[src/rtl/login_session_ctrl.sv]
// Session controller between the UART RX and the credential checker: forwards one login
// attempt at a time, times out stalled attempts, counts failures and enforces lockout.
module login_session_ctrl #(
    parameter int unsigned FRAME_LEN      = 8,
    parameter int unsigned MAX_FAIL       = 3,
    parameter int unsigned BYTE_TIMEOUT   = 500,
    parameter int unsigned LOCKOUT_CYCLES = 1000
) (
    input  logic                          clk,
    input  logic                          rst_n,
    input  logic [7:0]                    rx_data_i,
    input  logic                          rx_data_valid_i,
    input  logic                          chk_success_i,
    input  logic                          chk_fail_i,
    input  logic                          logout_i,
    output logic [7:0]                    chk_data_o,
    output logic                          chk_valid_o,
    output logic                          chk_rst_o,
    output logic                          session_active_o,
    output logic                          locked_o,
    output logic [$clog2(MAX_FAIL+1)-1:0] fail_count_o,
    output logic                          timeout_evt_o,
    output logic                          lockout_evt_o
);

    localparam int unsigned FailW = $clog2(MAX_FAIL + 1);
    localparam int unsigned CntW  = $clog2(FRAME_LEN + 1);
    localparam int unsigned TmrW  = $clog2(BYTE_TIMEOUT);
    localparam int unsigned LckW  = $clog2(LOCKOUT_CYCLES + 1);

    localparam logic [2:0] StIdle    = 3'd0;
    localparam logic [2:0] StCollect = 3'd1;
    localparam logic [2:0] StWait    = 3'd2;
    localparam logic [2:0] StSession = 3'd3;
    localparam logic [2:0] StLocked  = 3'd4;

    logic [2:0]      state_q, state_d;
    logic [CntW-1:0] byte_cnt_q, byte_cnt_d;
    logic [TmrW-1:0] idle_tmr_q, idle_tmr_d;
    logic [LckW-1:0] lock_tmr_q, lock_tmr_d;
    logic [FailW-1:0] fail_cnt_q, fail_cnt_d;
    logic [7:0]      chk_data_q, chk_data_d;
    logic            chk_valid_q, chk_valid_d;
    logic            chk_rst_q, chk_rst_d;
    logic            timeout_q, timeout_d;
    logic            lockout_q, lockout_d;

    logic             fail_hit;
    logic             timeout_hit;
    logic             idle_expired;
    logic [CntW-1:0]  byte_cnt_inc;
    logic [FailW-1:0] fail_cnt_inc;

    assign idle_expired = (idle_tmr_q == TmrW'(BYTE_TIMEOUT - 1));
    assign byte_cnt_inc = byte_cnt_q + CntW'(1);
    assign fail_cnt_inc = (fail_cnt_q < FailW'(MAX_FAIL)) ? fail_cnt_q + FailW'(1) : fail_cnt_q;

    always_comb begin
        state_d     = state_q;
        byte_cnt_d  = byte_cnt_q;
        idle_tmr_d  = idle_tmr_q;
        lock_tmr_d  = lock_tmr_q;
        fail_cnt_d  = fail_cnt_q;
        chk_data_d  = chk_data_q;
        chk_valid_d = 1'b0;
        chk_rst_d   = 1'b0;
        timeout_d   = 1'b0;
        lockout_d   = 1'b0;
        fail_hit    = 1'b0;
        timeout_hit = 1'b0;

        unique case (state_q)
            StIdle: begin
                if (rx_data_valid_i) begin
                    chk_valid_d = 1'b1;
                    chk_data_d  = rx_data_i;
                    byte_cnt_d  = CntW'(1);
                    idle_tmr_d  = '0;
                    state_d     = (FRAME_LEN <= 1) ? StWait : StCollect;
                end
            end
            StCollect: begin
                // A byte landing in the expiry cycle takes priority over the timeout.
                if (rx_data_valid_i) begin
                    chk_valid_d = 1'b1;
                    chk_data_d  = rx_data_i;
                    byte_cnt_d  = byte_cnt_inc;
                    idle_tmr_d  = '0;
                    if (byte_cnt_inc == CntW'(FRAME_LEN)) begin
                        state_d = StWait;
                    end
                end else if (idle_expired) begin
                    timeout_hit = 1'b1;
                end else begin
                    idle_tmr_d = idle_tmr_q + TmrW'(1);
                end
            end
            StWait: begin
                if (chk_fail_i) begin
                    fail_hit = 1'b1;
                end else if (chk_success_i) begin
                    state_d    = StSession;
                    fail_cnt_d = '0;
                end else if (idle_expired) begin
                    timeout_hit = 1'b1;
                end else begin
                    idle_tmr_d = idle_tmr_q + TmrW'(1);
                end
            end
            StSession: begin
                if (logout_i) begin
                    state_d = StIdle;
                end
            end
            StLocked: begin
                if (lock_tmr_q == LckW'(LOCKOUT_CYCLES - 1)) begin
                    state_d    = StIdle;
                    fail_cnt_d = '0;
                    lock_tmr_d = '0;
                end else begin
                    lock_tmr_d = lock_tmr_q + LckW'(1);
                end
            end
            default: state_d = StIdle;
        endcase

        if (timeout_hit) begin
            chk_rst_d = 1'b1;
            timeout_d = 1'b1;
        end

        // Timeouts and checker rejections share the same failure bookkeeping.
        if (fail_hit || timeout_hit) begin
            fail_cnt_d = fail_cnt_inc;
            byte_cnt_d = '0;
            idle_tmr_d = '0;
            if (fail_cnt_inc == FailW'(MAX_FAIL)) begin
                state_d    = StLocked;
                lockout_d  = 1'b1;
                lock_tmr_d = '0;
            end else begin
                state_d = StIdle;
            end
        end
    end

    always_ff @(posedge clk or negedge rst_n) begin
        if (!rst_n) begin
            state_q     <= StIdle;
            byte_cnt_q  <= '0;
            idle_tmr_q  <= '0;
            lock_tmr_q  <= '0;
            fail_cnt_q  <= '0;
            chk_data_q  <= '0;
            chk_valid_q <= 1'b0;
            chk_rst_q   <= 1'b0;
            timeout_q   <= 1'b0;
            lockout_q   <= 1'b0;
        end else begin
            state_q     <= state_d;
            byte_cnt_q  <= byte_cnt_d;
            idle_tmr_q  <= idle_tmr_d;
            lock_tmr_q  <= lock_tmr_d;
            fail_cnt_q  <= fail_cnt_d;
            chk_data_q  <= chk_data_d;
            chk_valid_q <= chk_valid_d;
            chk_rst_q   <= chk_rst_d;
            timeout_q   <= timeout_d;
            lockout_q   <= lockout_d;
        end
    end

    assign chk_data_o       = chk_data_q;
    assign chk_valid_o      = chk_valid_q;
    assign chk_rst_o        = chk_rst_q;
    assign timeout_evt_o    = timeout_q;
    assign lockout_evt_o    = lockout_q;
    assign fail_count_o     = fail_cnt_q;
    assign session_active_o = (state_q == StSession);
    assign locked_o         = (state_q == StLocked);

endmodule

[config.mk]
export PLATFORM = sky130hd
export DESIGN_NAME = login_session_ctrl
export DESIGN_NICKNAME = d
export VERILOG_FILES = /design/src/rtl/login_session_ctrl.sv
export SDC_FILE = /design/constraint.sdc
export NUM_CORES = 1
export LEC_CHECK = 0
export BUFFER_PORTS_ARGS = -buffer_cell sky130_fd_sc_hd__buf_2
export CORE_MARGIN = 1
export CORE_UTILIZATION = 60
export CTS_CLUSTER_DIAMETER = 30
export CTS_CLUSTER_SIZE = 24
export DETAILED_ROUTE_END_ITERATION = 8
export GPL_ROUTABILITY_DRIVEN = 1
export PLACE_DENSITY = 0.9
export SYNTH_ARGS = -nofsm -noshare
export SYNTH_HDL_FRONTEND = slang
export SYNTH_SLANG_ARGS = --single-unit
[constraint.sdc]
create_clock -name clk -period 5.8 [get_ports clk]
set_input_delay 0.58 -clock clk [delete_from_list [all_inputs] [get_ports clk]]
set_output_delay 0.58 -clock clk [all_outputs]
set_load 0.02 [all_outputs]
==> results.cfg, run 1 <==
[outcome]
run_status = finished clean

[yosys]
netlist_area_um2 = 2030
netlist_instances = 216
synth_edf_count = 0
yosys-top-cells-area = sky130_fd_sc_hd__dfrtp_1 48%, sky130_fd_sc_hd__nand2_1 7.2%, sky130_fd_sc_hd__nor2_1 5.2%
synth_top_cell_area_share_pct = 48.1
postSynthAreaPerCell_um2 = 9.40
synth_seq_cells = 39
synth_area_leader_cell = sky130_fd_sc_hd__dfrtp_1
post_synth_num_cell_types = 50
yosys_warnings = 0
share_of_synthesized_area_occupied_by_flip_flops_and_latches_pct = 48.1
synth_async_sr_flop_share_pct = 100
ys.flop_type = sky130_fd_sc_hd__dfrtp_1
synthesis.nets = 233

[place]
gp_congestion = 0.832
place.detailed.hpwl_um = 2750
buffer_ports.inserted = 29
detailedPlace.worstSlack_ps = 3330

[run]
timing.max_cap.violations = 0

[clocking]
hold_buffers = 0
cts-resized-gates = 0
cts_tree = yes
clock_tree.root_cell = sky130_fd_sc_hd__clkbuf_4
cts.htree.levels = 2
cts_setup_buffers = 0
clk_latency_ps = 350
cts_bufs_inserted = 5
clockBufferDepth = 2
worst_setup_hold_path_clk_slew_ps = 120
clock_sinks = 39

[die]
design.portCount = 30
floorplan.initialDensity_pct = 64.9
core_area_um2 = 3130
overall_die_area_um2 = 3620
dieWidth_um = 60.2
floorplan.die.height_um = 60.2
num_rows = 20

[finish]
synth_to_final_area_change_pct = 9.98
layout.core_utilization_pct = 71.4
fillCellCount = 233
diode_insertion_count_for_antenna_repair = 0
final_nets = 259
drive_above_1_share_pct = 18.5

[timing]
final.setup_skew_ps = 11.7
worst_slew_pin_slew_ps = 835
timing.final.setup_violations = 0
setup_tns_ps = 0
post-route-period-util_pct = 44.7
final_hold_viol_count = 0
setup_ws_ps = 3210
clock.fmax_mhz = 386
grt_setup_unrepaired = false
maxSlewViolCount = 0
fin_crit_ps = 2590
relSlewSlack_pct = 44.4

[detailed_routing]
drt_first_pass_iters = 4
total_number_of_vias = 1598
drt-vias-per-instance = 5.57
drt.antenna.violating_nets = 0
wl_per_cell_um = 13.8
detail_route.drc_violations = 0
drt_wl_total_um = 3950
iteration_0_drc_count_of_the_detailed_router = 61

[grt]
grt_pass1_wl_um = 6640
grtUsageTotal_pct = 25.4
grt.overflow.total = 0
initial_antenna_violation_count = 0
first_global_vias = 1494
grt_start_max_net_pins = 40

[worst_setup_path]
critical_path_class = flop to output pin
cp.required_ps = 5220
path_max_fanout = 18
critical_path.reg2reg.startpoint = state_q[0]
setup.worst_path.end_class = output pin
critical_path.startpoint = state_q[2]
worst_endpoint_data_arrival_time_ps = 2010
crit_path_start_kind = flop
reg2reg_setup_slack_ps = 3460

[pwr]
static-leakage-power_nw = 1.00
ir_drop_v = 0.000250
pwr_density_cell_nw_per_um2 = 421

[min_path]
timing.hold.worst.class = primary input to async pin
==> worst max-delay path, cell delays in order, from the launching register on <==
cell and delay (ps):
sky130_fd_sc_hd__dfrtp_1 750, sky130_fd_sc_hd__or3b_2 560, sky130_fd_sc_hd__clkinv_1 170, sky130_fd_sc_hd__buf_2 200
==> layout make-up <==
| cell class | count | area, um2 | share of cell area (%) |
|---|---|---|---|
| Timing Repair Buffer | 29 | 145 | 6.50 |
| Clock buffer | 5 | 37.5 | 1.68 |
| Multi-Input combinational cell | 163 | 985 | 44.1 |
| Clock inverter | 3 | 20.0 | 0.896 |
| Sequential cell | 39 | 976 | 43.7 |
| Inverter | 4 | 15.0 | 0.672 |
| Tap cell | 44 | 55.1 | 2.46 |
==> Yosys cell counts, types with 2 or more instances <==
cell	count
sky130_fd_sc_hd__dfrtp_1	39
sky130_fd_sc_hd__nand2_1	39
sky130_fd_sc_hd__nor2_1	28
sky130_fd_sc_hd__xnor2_1	11
sky130_fd_sc_hd__o21ai_0	8
sky130_fd_sc_hd__nand4_1	7
sky130_fd_sc_hd__a21oi_1	6
sky130_fd_sc_hd__nand3_1	6
sky130_fd_sc_hd__nor4b_1	5
sky130_fd_sc_hd__clkbuf_1	4
sky130_fd_sc_hd__nor3_1	4
sky130_fd_sc_hd__xor2_1	4
sky130_fd_sc_hd__a31oi_1	3
sky130_fd_sc_hd__ha_1	3
sky130_fd_sc_hd__inv_1	3
sky130_fd_sc_hd__nand2b_1	3
sky130_fd_sc_hd__nor3b_1	3
sky130_fd_sc_hd__nor4_1	3
sky130_fd_sc_hd__buf_4	2
sky130_fd_sc_hd__mux2i_1	2
sky130_fd_sc_hd__nor2b_1	2
sky130_fd_sc_hd__nor4bb_1	2
sky130_fd_sc_hd__or2_2	2
==> placed cells by master (no fill, tap or decap), types with 2 or more instances in the layout <==
| cell type | synthesis | final |
|---|---|---|
| sky130_fd_sc_hd__clkinvlp_4 | 0 | 2 |
| sky130_fd_sc_hd__a21oi_1 | 6 | 6 |
| sky130_fd_sc_hd__nor4bb_1 | 2 | 2 |
| sky130_fd_sc_hd__nand3_1 | 6 | 6 |
| sky130_fd_sc_hd__dfrtp_1 | 39 | 39 |
| sky130_fd_sc_hd__nor2b_1 | 2 | 2 |
| sky130_fd_sc_hd__inv_1 | 3 | 3 |
| sky130_fd_sc_hd__a31oi_1 | 3 | 3 |
| sky130_fd_sc_hd__buf_2 | 1 | 29 |
| sky130_fd_sc_hd__nor3_1 | 4 | 4 |
| sky130_fd_sc_hd__nand4_1 | 7 | 7 |
| sky130_fd_sc_hd__ha_1 | 3 | 3 |
| sky130_fd_sc_hd__o21ai_0 | 8 | 8 |
| sky130_fd_sc_hd__nor4_1 | 3 | 3 |
| sky130_fd_sc_hd__clkbuf_4 | 0 | 5 |
| sky130_fd_sc_hd__xnor2_1 | 11 | 11 |
| sky130_fd_sc_hd__mux2i_1 | 2 | 2 |
| sky130_fd_sc_hd__nor3b_1 | 3 | 3 |
| sky130_fd_sc_hd__xor2_1 | 4 | 4 |
| sky130_fd_sc_hd__nand2_1 | 39 | 39 |
| sky130_fd_sc_hd__nor2_1 | 28 | 28 |
| sky130_fd_sc_hd__or2_2 | 2 | 2 |
| sky130_fd_sc_hd__nand2b_1 | 3 | 3 |
| sky130_fd_sc_hd__nor4b_1 | 5 | 5 |
==> worst paths after layout <==
path                            cells after the start            end
min in group clk                                    3  chk_data_o[3]
worst max register to register                      5  lock_tmr_q[6]
worst min-delay path                                1  lock_tmr_q[8]
worst min register to register                      2  chk_data_o[2]
worst max-delay path                                3       locked_o
max in group asynchronous                           1  idle_tmr_q[8]
==> kinds of logic (layout without fill, tap and decap cells) <==
group | after synthesis | after routing | share of synthesized area (%)
AND/OR/NAND/NOR | 116 | 116 | 29.3
flip-flops | 39 | 39 | 48.1
AO/OA/AOI/OAI | 27 | 27 | 9.92
XOR/XNOR | 15 | 15 | 6.47
buffers and inverters | 14 | 41 | 3.45
adder cells (fa/ha/maj) | 3 | 3 | 1.85
multiplexers | 2 | 2 | 0.986
==> metrics by stage <==
stage               instances  hold slack (ps)  area, um2  power (mW)
global placement          279              452       2180       0.788
global route              287              365       2230        1.02
CTS                       287              326       2230       0.950
finish                    287              316       2230       0.940
detailed placement        279              457       2180       0.808
floorplan                 216              284       2030       0.706
==> power breakdown <==
part / total [mW] / switching (mW) / internal [mW]
sequential: 0.469 / 0.109 / 0.360
clock: 0.138 / 0.0920 / 0.0463
combinational: 0.333 / 0.193 / 0.141
total: 0.940 / 0.394 / 0.547
==> layer usage <==
metal / global-route usage [%] / share of wire, % / vias up
met5: 0 / 0 / -
met4: 9.97 / 1.3 / 0
met3: 6.28 / 3.2 / 4
met2: 42.1 / 50 / 26
met1: 31.6 / 46 / 772
li1: - / - / 796
==> flip-flops by register name, indices dropped and copies added (netlist names) <==
| register | flops |
|---|---|
| lock_tmr_q | 10 |
| idle_tmr_q | 9 |
| chk_data_o | 8 |
| byte_cnt_q | 4 |
| state_q | 3 |
| fail_count_o | 2 |
| chk_valid_o | 1 |
| lockout_evt_o | 1 |
| timeout_evt_o | 1 |
(Power assumes the default switching activity.)
==> run 2, diff against run 1 <==
--- a/config.mk
+++ b/config.mk
@@ -7,12 +7,12 @@
 export LEC_CHECK = 0
 export BUFFER_PORTS_ARGS = -buffer_cell sky130_fd_sc_hd__buf_2
 export CORE_MARGIN = 1
-export CORE_UTILIZATION = 60
+export CORE_UTILIZATION = 56
 export CTS_CLUSTER_DIAMETER = 30
 export CTS_CLUSTER_SIZE = 24
 export DETAILED_ROUTE_END_ITERATION = 8
 export GPL_ROUTABILITY_DRIVEN = 1
-export PLACE_DENSITY = 0.9
+export PLACE_DENSITY = 0.86
 export SYNTH_ARGS = -nofsm -noshare
 export SYNTH_HDL_FRONTEND = slang
 export SYNTH_SLANG_ARGS = --single-unit
==> constraint.sdc (replaced) <==
create_clock -name clk -period 2.6 [get_ports clk]
set_input_delay 0.26 -clock clk [delete_from_list [all_inputs] [get_ports clk]]
set_output_delay 0.26 -clock clk [all_outputs]
set_load 0.02 [all_outputs]
==> run 2 against run 1 <==
  * Highest routed layer unchanged
  * Routed wire length down 3.7%
  * Global-route usage down 3.2 points
  * Design area up 2.7%
  * Sequential power up 120%
  * Via count up 1.4%
  * Setup slack worse by 2900 ps
  * Count of clock-buffer cells in the layout up 1
  * Sequential share of layout area down 1.2 points
==> results.cfg, run 2 (synthesized netlist as in run 1, its figures left out) <==
[pwr]
pwr_density_cell_nw_per_um2 = 997
static-leakage-power_nw = 1.04
ir_drop_v = 0.000700
design_power_mw = 2.29

[detailed_routing]
detail_route.drc_violations = 0
iteration_0_drc_count_of_the_detailed_router = 87
drt_wl_total_um = 3810
wl_per_cell_um = 13.1
drt-vias-per-instance = 5.57
drt.antenna.violating_nets = 0
drt_first_pass_iters = 4
total_number_of_vias = 1620

[timing]
relSlewSlack_pct = 43.5
worst_slew_pin_slew_ps = 847
timing.final.setup_violations = 0
fin_crit_ps = 2310
grt_setup_unrepaired = false
final_hold_viol_count = 0
setup_tns_ps = 0
post-route-period-util_pct = 88.8
maxSlewViolCount = 0
final.setup_skew_ps = 9.01
clock.fmax_mhz = 433
setup_ws_ps = 291

[finish]
post_layout_nonfiller_instances = 291
stdcell_area_um2 = 2290
max_reg_flops = 10
drive_above_1_share_pct = 18.8
multi_input_area_um2 = 985
fillCellCount = 290
most-common-layout-cells = 39 x sky130_fd_sc_hd__nand2_1, 39 x sky130_fd_sc_hd__dfrtp_1, 29 x sky130_fd_sc_hd__buf_2
largest-register = lock_tmr_q
seq_area_um2 = 976
final_nets = 261
diode_insertion_count_for_antenna_repair = 0
synth_to_final_area_change_pct = 13.0

[clocking]
clockBufferDepth = 2
cts.htree.levels = 2
cts_bufs_inserted = 5
cts_tree = yes
clock_sinks = 39
hold_buffers = 0
cts_setup_buffers = 0
worst_setup_hold_path_clk_slew_ps = 120
cts-resized-gates = 0
clk_latency_ps = 350
clock_tree.root_cell = sky130_fd_sc_hd__clkbuf_4

[worst_setup_path]
critical-path-top-delay-family = simple AND/OR/NAND/NOR gates
cp_bufs_invs = 0
worst_endpoint_data_arrival_time_ps = 2560
path_max_fanout = 14
timing.critical_path.slowest_cell_delay_ps = 570
setup.worst_path.end_class = flop
cp_cell_sequence = or4b_4 -> a2111oi_4 -> or2_1 -> a22o_1 -> nor2_1
cp.required_ps = 2850
crit_path_start_kind = flop
critical_path_class = flop to flop
critical_path.slowest_cell = sky130_fd_sc_hd__dfrtp_1

[grt]
first_global_vias = 1515
grt_pass1_wl_um = 6710
grt.overflow.total = 0
grtUsageTotal_pct = 22.2
grt_start_max_net_pins = 40
initial_antenna_violation_count = 0

[die]
core_area_um2 = 3420
num_rows = 21
floorplan.initialDensity_pct = 59.5
dieWidth_um = 62.2
overall_die_area_um2 = 3870
floorplan.die.height_um = 62.2
design.portCount = 30

[place]
dp.cells = 283
standard_cell_area_after_detailed_placement_um2 = 2190
place.detailed.hpwl_um = 2660
detailedPlace.worstSlack_ps = 322
buffer_ports.inserted = 29
gp_congestion = 0.785

[outcome]
run_status = finished clean

[min_path]
timing.hold.worst.class = primary input to async pin

[run]
timing.max_cap.violations = 0
[run 2: stage by stage]
step | hold slack [ps] | util [%]
after CTS | 25.1 | 67.2
after floorplan | -35.6 | -
after detailed placement | 410 | 64.2
final | 8.58 | 67.2
after global routing | 58.5 | 67.2
after global placement | 408 | 64.2
[run 2: worst paths after layout]
path	startpoint	to	slack (ps)	cells after the start
worst max-delay path	state_q[1]	lock_tmr_q[5]	290	5
worst min-delay path	rst_n	lock_tmr_q[2]	9	1
worst max register to register	state_q[1]	lock_tmr_q[5]	290	5
worst min register to register	chk_data_o[0]	chk_data_o[0]	480	2
max in group asynchronous	rst_n	idle_tmr_q[6]	2060	1
min in group clk	rx_data_i[0]	chk_data_o[0]	90	3
[run 2: final cells by class]
type                    instances  share of cell area (%)
clock inverters                 2                    2.62
flip-flops and latches         39                    42.5
inverters                       4                   0.654
multi-input cells             163                    42.9
repair buffers                 31                    6.98
well taps                      46                    2.51
clock buffers                   6                    1.80
[run 2: where the power goes]
group	switching (mW)	internal [mW]	total [mW]
Clock	0.198	0.300	0.498
Sequential	0.207	0.804	1.01
Combinational	0.456	0.324	0.781
[run 2: metal layers]
layer | global-route usage, % | part of all wire, %
met1 | 28.9 | 46
met2 | 36.0 | 48
met3 | 6.07 | 4.0
met4 | 6.98 | 1.3
met5 | 0 | 0
[run 2: worst reg2reg max path, cell delays in order, from the launching register on]
cell	delay, ps
sky130_fd_sc_hd__dfrtp_1	570
sky130_fd_sc_hd__or4b_4	550
sky130_fd_sc_hd__a2111oi_4	370
sky130_fd_sc_hd__or2_1	370
sky130_fd_sc_hd__a22o_1	290
sky130_fd_sc_hd__nor2_1	70
